--- config.mk ---
export PLATFORM = sky130hd
export DESIGN_NAME = hazard_forward_ctrl_flat
export DESIGN_NICKNAME = d
export VERILOG_FILES = /design/src/rtl/hazard_forward_ctrl_pkg.sv /design/src/rtl/hazard_forward_ctrl_if.sv /design/src/rtl/hazard_forward_ctrl_fwd_select.sv /design/src/rtl/hazard_forward_ctrl.sv /design/src/flat_wrapper.sv
export SDC_FILE = /design/constraint.sdc
export NUM_CORES = 1
export LEC_CHECK = 0
export BUFFER_PORTS_ARGS = -buffer_cell sky130_fd_sc_hd__buf_2
export CAP_MARGIN = 20
export CORE_UTILIZATION = 25
export DETAILED_ROUTE_END_ITERATION = 10
export RECOVER_POWER = 25
export REMOVE_ABC_BUFFERS = 1
export SLEW_MARGIN = 30
export SYNTH_ARGS = -nofsm -noshare
export SYNTH_HDL_FRONTEND = slang
export SYNTH_SLANG_ARGS = --single-unit
--- constraint.sdc ---
create_clock -name clk -period 5.1 [get_ports clk]
set_input_delay 1.02 -clock clk [delete_from_list [all_inputs] [get_ports clk]]
set_output_delay 1.02 -clock clk [all_outputs]
set_load 0.02 [all_outputs]
--- src/rtl/hazard_forward_ctrl_pkg.sv ---
// Shared constants for the forwarding/interlock unit: EX operand mux encodings
// and the default register address width.
package hazard_pkg;

    localparam int unsigned REG_AW_DEF = 5;

    typedef logic [1:0] fwd_t;

    localparam fwd_t FWD_REG   = 2'b00;
    localparam fwd_t FWD_EXMEM = 2'b10;
    localparam fwd_t FWD_MEMWB = 2'b01;

endpackage

--- src/rtl/hazard_forward_ctrl_if.sv ---
// Pipeline-side bundle for hazard_forward_ctrl: ID/EX/MEM/WB register info,
// multi-cycle unit events, and the forward/stall/scoreboard results.
interface hazard_forward_ctrl_if
    import hazard_pkg::*;
#(
    parameter int unsigned REG_AW  = REG_AW_DEF,
    parameter int unsigned NUM_SRC = 2,
    parameter int unsigned CNT_W   = 16
);

    logic                        id_valid;
    logic [NUM_SRC*REG_AW-1:0]   id_rs;
    logic [NUM_SRC-1:0]          id_rs_used;
    logic [REG_AW-1:0]           id_rd;
    logic                        id_rd_used;
    logic [NUM_SRC*REG_AW-1:0]   ex_rs;
    logic [REG_AW-1:0]           ex_rd;
    logic                        ex_memread;
    logic                        ex_regwrite;
    logic [REG_AW-1:0]           exmem_rd;
    logic                        exmem_regwrite;
    logic [REG_AW-1:0]           memwb_rd;
    logic                        memwb_regwrite;
    logic                        mc_issue;
    logic [REG_AW-1:0]           mc_issue_rd;
    logic                        mc_done;
    logic [REG_AW-1:0]           mc_done_rd;
    logic                        flush;

    logic [NUM_SRC*2-1:0]        fwd_sel;
    logic                        stall;
    logic [2**REG_AW-1:0]        busy;
    logic [CNT_W-1:0]            stall_cnt;

    modport master (
        output id_valid, id_rs, id_rs_used, id_rd, id_rd_used,
        output ex_rs, ex_rd, ex_memread, ex_regwrite,
        output exmem_rd, exmem_regwrite, memwb_rd, memwb_regwrite,
        output mc_issue, mc_issue_rd, mc_done, mc_done_rd, flush,
        input  fwd_sel, stall, busy, stall_cnt
    );

    modport slave (
        input  id_valid, id_rs, id_rs_used, id_rd, id_rd_used,
        input  ex_rs, ex_rd, ex_memread, ex_regwrite,
        input  exmem_rd, exmem_regwrite, memwb_rd, memwb_regwrite,
        input  mc_issue, mc_issue_rd, mc_done, mc_done_rd, flush,
        output fwd_sel, stall, busy, stall_cnt
    );

endinterface

--- src/rtl/hazard_forward_ctrl_fwd_select.sv ---
// Forward select for one EX source operand; the newer EX/MEM result beats MEM/WB.
module fwd_select
    import hazard_pkg::*;
#(
    parameter int unsigned REG_AW = REG_AW_DEF
) (
    input  logic [REG_AW-1:0] rs,
    input  logic [REG_AW-1:0] exmem_rd,
    input  logic              exmem_regwrite,
    input  logic [REG_AW-1:0] memwb_rd,
    input  logic              memwb_regwrite,
    output fwd_t              sel
);

    always_comb begin
        sel = FWD_REG;
        if (exmem_regwrite && (exmem_rd != '0) && (exmem_rd == rs)) begin
            sel = FWD_EXMEM;
        end else if (memwb_regwrite && (memwb_rd != '0) && (memwb_rd == rs)) begin
            sel = FWD_MEMWB;
        end
    end

endmodule

--- src/rtl/hazard_forward_ctrl.sv ---
// Operand forwarding and ID interlock for the 5-stage pipeline: load-use,
// multi-cycle RAW/WAW scoreboard, and a saturating stall-cycle counter.
module hazard_forward_ctrl
    import hazard_pkg::*;
#(
    parameter int unsigned REG_AW  = REG_AW_DEF,
    parameter int unsigned NUM_SRC = 2,
    parameter int unsigned CNT_W   = 16
) (
    input  logic                 clk,
    input  logic                 rst_n,
    hazard_forward_ctrl_if.slave bus
);

    localparam int unsigned NREG = 2**REG_AW;

    logic [NUM_SRC*2-1:0] fwd_sel;
    logic [NREG-1:0]      busy_q;
    logic [NREG-1:0]      busy_nxt;
    logic [CNT_W-1:0]     cnt_q;
    logic                 load_use;
    logic                 raw_mc;
    logic                 waw_mc;
    logic                 stall;
    logic [REG_AW-1:0]    src;

    for (genvar k = 0; k < NUM_SRC; k++) begin : g_fwd
        fwd_select #(.REG_AW(REG_AW)) u_fwd (
            .rs             (bus.ex_rs[k*REG_AW +: REG_AW]),
            .exmem_rd       (bus.exmem_rd),
            .exmem_regwrite (bus.exmem_regwrite),
            .memwb_rd       (bus.memwb_rd),
            .memwb_regwrite (bus.memwb_regwrite),
            .sel            (fwd_sel[k*2 +: 2])
        );
    end

    // Issue in the same cycle counts as busy so the ID consumer cannot slip past.
    always_comb begin
        load_use = 1'b0;
        raw_mc   = 1'b0;
        src      = '0;
        for (int unsigned k = 0; k < NUM_SRC; k++) begin
            src = bus.id_rs[k*REG_AW +: REG_AW];
            if (bus.id_rs_used[k]) begin
                if (bus.ex_memread && bus.ex_regwrite && (bus.ex_rd != '0) && (src == bus.ex_rd)) begin
                    load_use = 1'b1;
                end
                if ((src != '0) && (busy_q[src] || (bus.mc_issue && (bus.mc_issue_rd == src)))) begin
                    raw_mc = 1'b1;
                end
            end
        end
        waw_mc = bus.id_rd_used && (bus.id_rd != '0) &&
                 (busy_q[bus.id_rd] || (bus.mc_issue && (bus.mc_issue_rd == bus.id_rd)));
        stall  = bus.id_valid && !bus.flush && (load_use || raw_mc || waw_mc);
    end

    // Clear first, then set, so a same-register issue overrides a completion.
    always_comb begin
        busy_nxt = busy_q;
        if (bus.mc_done) begin
            busy_nxt[bus.mc_done_rd] = 1'b0;
        end
        if (bus.mc_issue && (bus.mc_issue_rd != '0)) begin
            busy_nxt[bus.mc_issue_rd] = 1'b1;
        end
        busy_nxt[0] = 1'b0;
    end

    always_ff @(posedge clk or negedge rst_n) begin
        if (!rst_n) begin
            busy_q <= '0;
            cnt_q  <= '0;
        end else begin
            busy_q <= busy_nxt;
            if (stall && (cnt_q != '1)) begin
                cnt_q <= cnt_q + 1'b1;
            end
        end
    end

    assign bus.fwd_sel   = fwd_sel;
    assign bus.stall     = stall;
    assign bus.busy      = busy_q;
    assign bus.stall_cnt = cnt_q;

endmodule

--- src/flat_wrapper.sv ---
// flat-port wrapper written by rule: the top's interface ports become plain ports
module hazard_forward_ctrl_flat import hazard_pkg::*;
#(
    parameter int unsigned REG_AW  = REG_AW_DEF,
    parameter int unsigned NUM_SRC = 2,
    parameter int unsigned CNT_W   = 16
)
  (clk, rst_n, bus_id_valid, bus_id_rs, bus_id_rs_used, bus_id_rd, bus_id_rd_used, bus_ex_rs, bus_ex_rd, bus_ex_memread, bus_ex_regwrite, bus_exmem_rd, bus_exmem_regwrite, bus_memwb_rd, bus_memwb_regwrite, bus_mc_issue, bus_mc_issue_rd, bus_mc_done, bus_mc_done_rd, bus_flush, bus_fwd_sel, bus_stall, bus_busy, bus_stall_cnt);
  hazard_forward_ctrl_if #(.REG_AW(REG_AW), .NUM_SRC(NUM_SRC), .CNT_W(CNT_W)) bus_i ();
  input  logic clk;
  input  logic rst_n;
  input wire logic [$bits(bus_i.id_valid)-1:0] bus_id_valid;
  input wire logic [$bits(bus_i.id_rs)-1:0] bus_id_rs;
  input wire logic [$bits(bus_i.id_rs_used)-1:0] bus_id_rs_used;
  input wire logic [$bits(bus_i.id_rd)-1:0] bus_id_rd;
  input wire logic [$bits(bus_i.id_rd_used)-1:0] bus_id_rd_used;
  input wire logic [$bits(bus_i.ex_rs)-1:0] bus_ex_rs;
  input wire logic [$bits(bus_i.ex_rd)-1:0] bus_ex_rd;
  input wire logic [$bits(bus_i.ex_memread)-1:0] bus_ex_memread;
  input wire logic [$bits(bus_i.ex_regwrite)-1:0] bus_ex_regwrite;
  input wire logic [$bits(bus_i.exmem_rd)-1:0] bus_exmem_rd;
  input wire logic [$bits(bus_i.exmem_regwrite)-1:0] bus_exmem_regwrite;
  input wire logic [$bits(bus_i.memwb_rd)-1:0] bus_memwb_rd;
  input wire logic [$bits(bus_i.memwb_regwrite)-1:0] bus_memwb_regwrite;
  input wire logic [$bits(bus_i.mc_issue)-1:0] bus_mc_issue;
  input wire logic [$bits(bus_i.mc_issue_rd)-1:0] bus_mc_issue_rd;
  input wire logic [$bits(bus_i.mc_done)-1:0] bus_mc_done;
  input wire logic [$bits(bus_i.mc_done_rd)-1:0] bus_mc_done_rd;
  input wire logic [$bits(bus_i.flush)-1:0] bus_flush;
  output wire logic [$bits(bus_i.fwd_sel)-1:0] bus_fwd_sel;
  output wire logic [$bits(bus_i.stall)-1:0] bus_stall;
  output wire logic [$bits(bus_i.busy)-1:0] bus_busy;
  output wire logic [$bits(bus_i.stall_cnt)-1:0] bus_stall_cnt;
  assign bus_i.id_valid = bus_id_valid;
  assign bus_i.id_rs = bus_id_rs;
  assign bus_i.id_rs_used = bus_id_rs_used;
  assign bus_i.id_rd = bus_id_rd;
  assign bus_i.id_rd_used = bus_id_rd_used;
  assign bus_i.ex_rs = bus_ex_rs;
  assign bus_i.ex_rd = bus_ex_rd;
  assign bus_i.ex_memread = bus_ex_memread;
  assign bus_i.ex_regwrite = bus_ex_regwrite;
  assign bus_i.exmem_rd = bus_exmem_rd;
  assign bus_i.exmem_regwrite = bus_exmem_regwrite;
  assign bus_i.memwb_rd = bus_memwb_rd;
  assign bus_i.memwb_regwrite = bus_memwb_regwrite;
  assign bus_i.mc_issue = bus_mc_issue;
  assign bus_i.mc_issue_rd = bus_mc_issue_rd;
  assign bus_i.mc_done = bus_mc_done;
  assign bus_i.mc_done_rd = bus_mc_done_rd;
  assign bus_i.flush = bus_flush;
  assign bus_fwd_sel = bus_i.fwd_sel;
  assign bus_stall = bus_i.stall;
  assign bus_busy = bus_i.busy;
  assign bus_stall_cnt = bus_i.stall_cnt;
  hazard_forward_ctrl #(.REG_AW(REG_AW), .NUM_SRC(NUM_SRC), .CNT_W(CNT_W)) u_core (.clk(clk), .rst_n(rst_n), .bus(bus_i));
endmodule
### Word-level counts from Yosys, hierarchy flattened

Cells that the tools add are included.

* muxes and demuxes: 24
* $mul: 0
* divide/modulo/power cells: 0
* magnitude comparators: 7
* bitwise operators: 3
* add/subtract/negate cells: 1
* equal/unequal tests: 10
* reductions and logical operators: 36
* shifts and indexed selects: 0

Operators with widths (number)
* 32-bit 2-to-1 mux: 2
* 5-bit == test: 9
* 5-bit nonzero test: 7
* 32-bit bitwise AND: 1
* 32-bit NOT: 1
* 32-bit bitwise OR: 1
* 5-bit by 6-bit < comparator with 1-bit output (second input constant): 5
* 1-bit logical AND: 23
* 16-bit by 1-bit adder with 16-bit output (second input constant): 1
* 16-bit != test (second input constant): 1
* 1-bit binary-select mux with 5-bit select: 3
* 1-bit 2-to-1 mux: 15
* 1-bit demux with 5-bit select: 2
* 5-bit by 1-bit greater-or-equal comparator with 1-bit output (second input constant): 2
* 1-bit logical OR: 5
* 2-bit 2-to-1 mux: 2
* 1-bit zero test: 1

* memories: 0
* memory bits (writable): 0
* bits in latches: 0
* input bits: 63
* memory bits (read-only): 0
* register bits after elaboration: 47

### Depth between registers and ports, before layout

* depth after elaboration: 12
* depth in mapped cells: 11
* depth with buffers taken out: 8

### By module

From an unflattened synthesis, not the netlist that was laid out.

* cell total of the unflattened synthesis: 371
* area, all modules: 3662.3 µm²

By module, submodules not included
* hazard_forward_ctrl: cells an instance 331, instances 1, area an instance 3359.5 µm²
* fwd_select: cells an instance 20, instances 2, area an instance 151.4 µm²

### Worst setup path after synthesis

Ideal clock, no wire load.

* kind: input to output
* from: input port bus_id_rs[6]
* to: output port bus_stall
* setup slack: 0.883 ns
* required time: 4.080 ns
* path buffers: 3
* arrival: 3.197 ns
* stages on the path: 10
* path through: buf_2 mux4_2 o22ai_1 nor4b_1 a31oi_1 a31oi_1 or4b_1 buf_2 buf_2 and2_1

* cells in the longest elaborated chain, start to end: 9
* elaborated cells on any way between the ends: 16
* classes of those cells: 2 x eq/ne; 6 x mux; 8 x reduce/logical

RTL lines
* from (decl): line flat_wrapper.sv:13 `input wire logic [$bits(bus_i.id_rs)-1:0] bus_id_rs;`
* 1-bit binary-select mux with 5-bit select or 5-bit == test (tied branches): line hazard_forward_ctrl.sv:49 `if ((src != '0) && (busy_q[src] || (bus.mc_issue && (bus.mc_issue_rd == src)))) begin`
* 1-bit 2-to-1 mux (implied by the code) or 1-bit logical AND (tied branches): line hazard_forward_ctrl.sv:49
* 1-bit logical OR: line hazard_forward_ctrl.sv:49
* 1-bit logical AND: line hazard_forward_ctrl.sv:49
* 1-bit 2-to-1 mux: line hazard_forward_ctrl.sv:49
* 1-bit 2-to-1 mux: line hazard_forward_ctrl.sv:45 `if (bus.id_rs_used[k]) begin`
* 1-bit logical OR * (2 in series): line hazard_forward_ctrl.sv:56 `stall = bus.id_valid && !bus.flush && (load_use || raw_mc || waw_mc);`
* 1-bit logical AND *: line hazard_forward_ctrl.sv:56
* to (decl): line flat_wrapper.sv:31 `output wire logic [$bits(bus_i.stall)-1:0] bus_stall;`

Every way passes the cells marked *; elsewhere a longest branch is shown, timed or not. The select of a mux whose other input is x is not followed.

### Worst setup path after layout

* from: input port bus_id_rd[0]
* to: output port bus_stall

* cells in the longest elaborated chain, start to end: 6
* elaborated cells on any way between the ends: 10
* classes of those cells: 1 x eq/ne; 2 x mux; 7 x reduce/logical

RTL lines
* from (decl): line flat_wrapper.sv:15 `input wire logic [$bits(bus_i.id_rd)-1:0] bus_id_rd;`
* 1-bit binary-select mux with 5-bit select or 5-bit == test (tied branches): line hazard_forward_ctrl.sv:55 `(busy_q[bus.id_rd] || (bus.mc_issue && (bus.mc_issue_rd == bus.id_rd)));`
* 1-bit 2-to-1 mux (implied by the code) or 1-bit logical AND (tied branches): line hazard_forward_ctrl.sv:55
* 1-bit logical OR: line hazard_forward_ctrl.sv:55
* 1-bit logical AND *: line hazard_forward_ctrl.sv:54 `waw_mc = bus.id_rd_used && (bus.id_rd != '0) &&`
* 1-bit logical OR *: line hazard_forward_ctrl.sv:56
* 1-bit logical AND *: line hazard_forward_ctrl.sv:56

Marked as above.

==> impl_metrics.json <==
{
  "crit_buf_inv": 2,
  "overflow": 0,
  "avgSynthCellArea_sq_um": 9.452,
  "netlist_top_cells_area": "dfrtp_1 (33%), o21ai_0 (9.8%), mux4_2 (9.5%)",
  "place_congestion": 0.9334,
  "core_sq_um": 13880,
  "post-dp-hpwl_mm": 9.263,
  "htreeDepth": 2,
  "drt-initial-drc-count": 231,
  "cts_buffer_depth": 2,
  "max-cap-violations": 1,
  "postCtsHoldBufs": 0,
  "async_flop_share_pct": 100.0,
  "clkTransAtPathRegs_ns": 0.06,
  "fin_nets": 542,
  "cts_made_buffers": 5,
  "drt-total-wl_mm": 12.22,
  "detail_route.drc_violations": 0,
  "die_h_um": 121.4,
  "p_leak_nw": 1.900,
  "seq_area_frac_synth_pct": 33.01,
  "fin_crit_sh_pct": 86.55,
  "violations": "capacitance limit, slew limit",
  "tightestPinTransition_ns": 2.532,
  "fmax_ghz": 0.2265,
  "drv_slew": 48,
  "skew_ns": 0.005354,
  "cts_tree": "built",
  "die_area_sq_um": 14740,
  "grt_antenna_before_repair": 1,
  "dp.cells": 651,
  "synth_seq_cells": 47,
  "crit_fanout": 11,
  "globalRouteTotalUtil_pct": 16.55,
  "hold_path.class": "reg2reg",
  "slew_headroom_pct": -68.80,
  "rsz0062_at_grt": "false",
  "drive_above_1_share_pct": 31.73,
  "grt_max_degree": 48,
  "p_per_area_nw_per_um2": 325.1,
  "status": "finished, violations left",
  "viasPerCell": 5.344,
  "drt-wirelength-per-cell_um": 18.55,
  "grt_pass1_wl_mm": 18.84,
  "critical_path.max_stage_delay_ns": 0.64,
  "start_util_pct": 25.67,
  "synth_top_cell_area_share_pct": 33.01,
  "synth_area_leader_cell": "dfrtp_1",
  "finalNonFillerCells": 659,
  "cts_setup_buffers": 0,
  "period_minus_slack_ns": 4.414,
  "fin_tns_setup_ns": 0,
  "antenna_cells": 0,
  "clkLatencyLatePin_ns": 0.28,
  "synth_edf_count": 0,
  "die_x_um": 121.4,
  "synth_cells": 377,
  "ys_types": 46,
  "crit_path_end_kind": "output port",
  "syn_area_sq_um": 3563,
  "io_buffers": 114,
  "critPathArrivalTime_ns": 3.39,
  "ir_drop_mv": 0.1823,
  "ant_nets": 0,
  "grt_pass1_vias": 3498,
  "via_count": 3522,
  "worstSetupPathType": "in2out",
  "crit_top_cell": "buf_2",
  "cp_slowest_cell": "or4b_1",
  "dr.pass1.iters": 7,
  "rows": 43,
  "worstPathCellList": "buf_2 -> mux4_2 -> mux2i_1 -> nor2_1 -> nor4_1 -> a31oi_1 -> or4b_1 -> and2_1 -> buf_2",
  "setup_viol": 0,
  "root_buffer": "clkbuf_16",
  "ios": 116,
  "power.total_w": 0.001440,
  "synthFlopType": "dfrtp_1",
  "finalHoldViolations": 0,
  "yosysWarnings": 0,
  "syn_to_final_growth_pct": 24.26,
  "numClockSinks": 47,
  "required_ns": 4.08,
  "worstSetupStartpointType": "input port",
  "crit_family": "simple AND/OR/NAND/NOR gates",
  "ctsResizeCount": 0
}
cell usage in the layout, fill, tap and decap left out, drive strengths merged, types with 4 or more instances in the layout:
master    n
buf     114
o21ai    70
dfrtp    47
xor2     31
xnor2    28
nand2    18
nand3    17
mux4     15
nor2     13
nand3b   12
nand4    10
mux2     10
and3      9
nor4      8
clkbuf    8
or4       7
mux2i     7
or3b      4
a21oi     4
a31oi     4
inv       4
nor2b     4
registers in the layout, summed over array words and instances, names as in the netlist:
signal,flops
u_core.bus.stall_cnt,16
u_core.bus.busy,31
metal layers:
| layer | global-route usage, % | vias to the layer above | part of all wire (%) |
|---|---|---|---|
| met5 | 0 | - | 0.11 |
| met4 | 4.630 | 2 | 1.5 |
| met2 | 28.02 | 146 | 49 |
| li1 | - | 1609 | - |
| met1 | 20.71 | 1740 | 42 |
| met3 | 4.135 | 25 | 7.8 |
report_power, final:
part | internal, W | switching (W) | total [W] | leakage [nW]
clock network | 0.000208 | 0.000135 | 0.000344 | 0.0761
logic | 0.000223 | 0.000298 | 0.000521 | 1.23
registers | 0.000448 | 0.000127 | 0.000575 | 0.596
total | 0.000879 | 0.000561 | 0.00144 | 1.90
layout make-up:
| type | count | area (sq um) |
|---|---|---|
| fill | 1470 | 9453 |
| multi-input combinational | 305 | 2275 |
| sequential | 47 | 1176 |
| timing repair buffer | 115 | 576.8 |
| tap | 180 | 225.2 |
| clock buffer | 7 | 152.6 |
| inverter | 4 | 15.01 |
| clock inverter | 1 | 7.507 |
worst paths after layout:
check,from,endpoint,slack (ns),cells after the start
max,bus_id_rd[0],bus_stall,0.69,9
min,u_core.bus.stall_cnt[10]$_DFFE_PN0P_,u_core.bus.stall_cnt[10]$_DFFE_PN0P_,0.49,1
max reg2reg,u_core.bus.busy[20]$_DFF_PN0_,u_core.bus.stall_cnt[1]$_DFFE_PN0P_,2.11,9
min reg2reg,u_core.bus.stall_cnt[10]$_DFFE_PN0P_,u_core.bus.stall_cnt[10]$_DFFE_PN0P_,0.49,1
max in group asynchronous,rst_n,u_core.bus.stall_cnt[9]$_DFFE_PN0P_,2.15,1
min in group asynchronous,rst_n,u_core.bus.stall_cnt[8]$_DFFE_PN0P_,1.51,1
cells in the mapped netlist (6+ instances only):
master,number
and3_1,8
nand3_1,17
nand4_1,10
dfrtp_1,47
o21ai_0,70
xnor2_1,28
nand3b_1,12
buf_2,6
nand2_1,18
or4_1,7
mux4_2,15
nor2_1,13
mux2_2,9
mux2i_1,7
xor2_1,31
nor4_1,8
clkbuf_1,12
per-stage QoR:
step | instance area (sq um) | hold slack [ns] | worst slack, ns | utilization [%]
finish | 4428 | 0.4921 | 0.6857 | 31.90
CTS | 4432 | 0.4980 | 0.6878 | 31.93
detailed placement | 4272 | 0.4796 | 0.7027 | 30.77
global placement | 4269 | 0.4723 | 0.7933 | 30.76
global route | 4428 | 0.5182 | 0.5219 | 31.90
floorplan | 3466 | 0.5933 | 1.140 | -
kinds of logic (layout without fill, tap and decap cells):
logic type	count (synthesis)	in the layout	share of synthesized area [%]
fa+ha+maj	1	1	0.3511
flops	47	47	33.01
buf+inv	25	127	3.160
simple gates	120	120	19.98
mux	32	32	14.71
other cells	1	1	0.1052
xor+xnor	59	59	14.50
compound gates	92	92	14.19
Power figures use the tool's default switching activity.
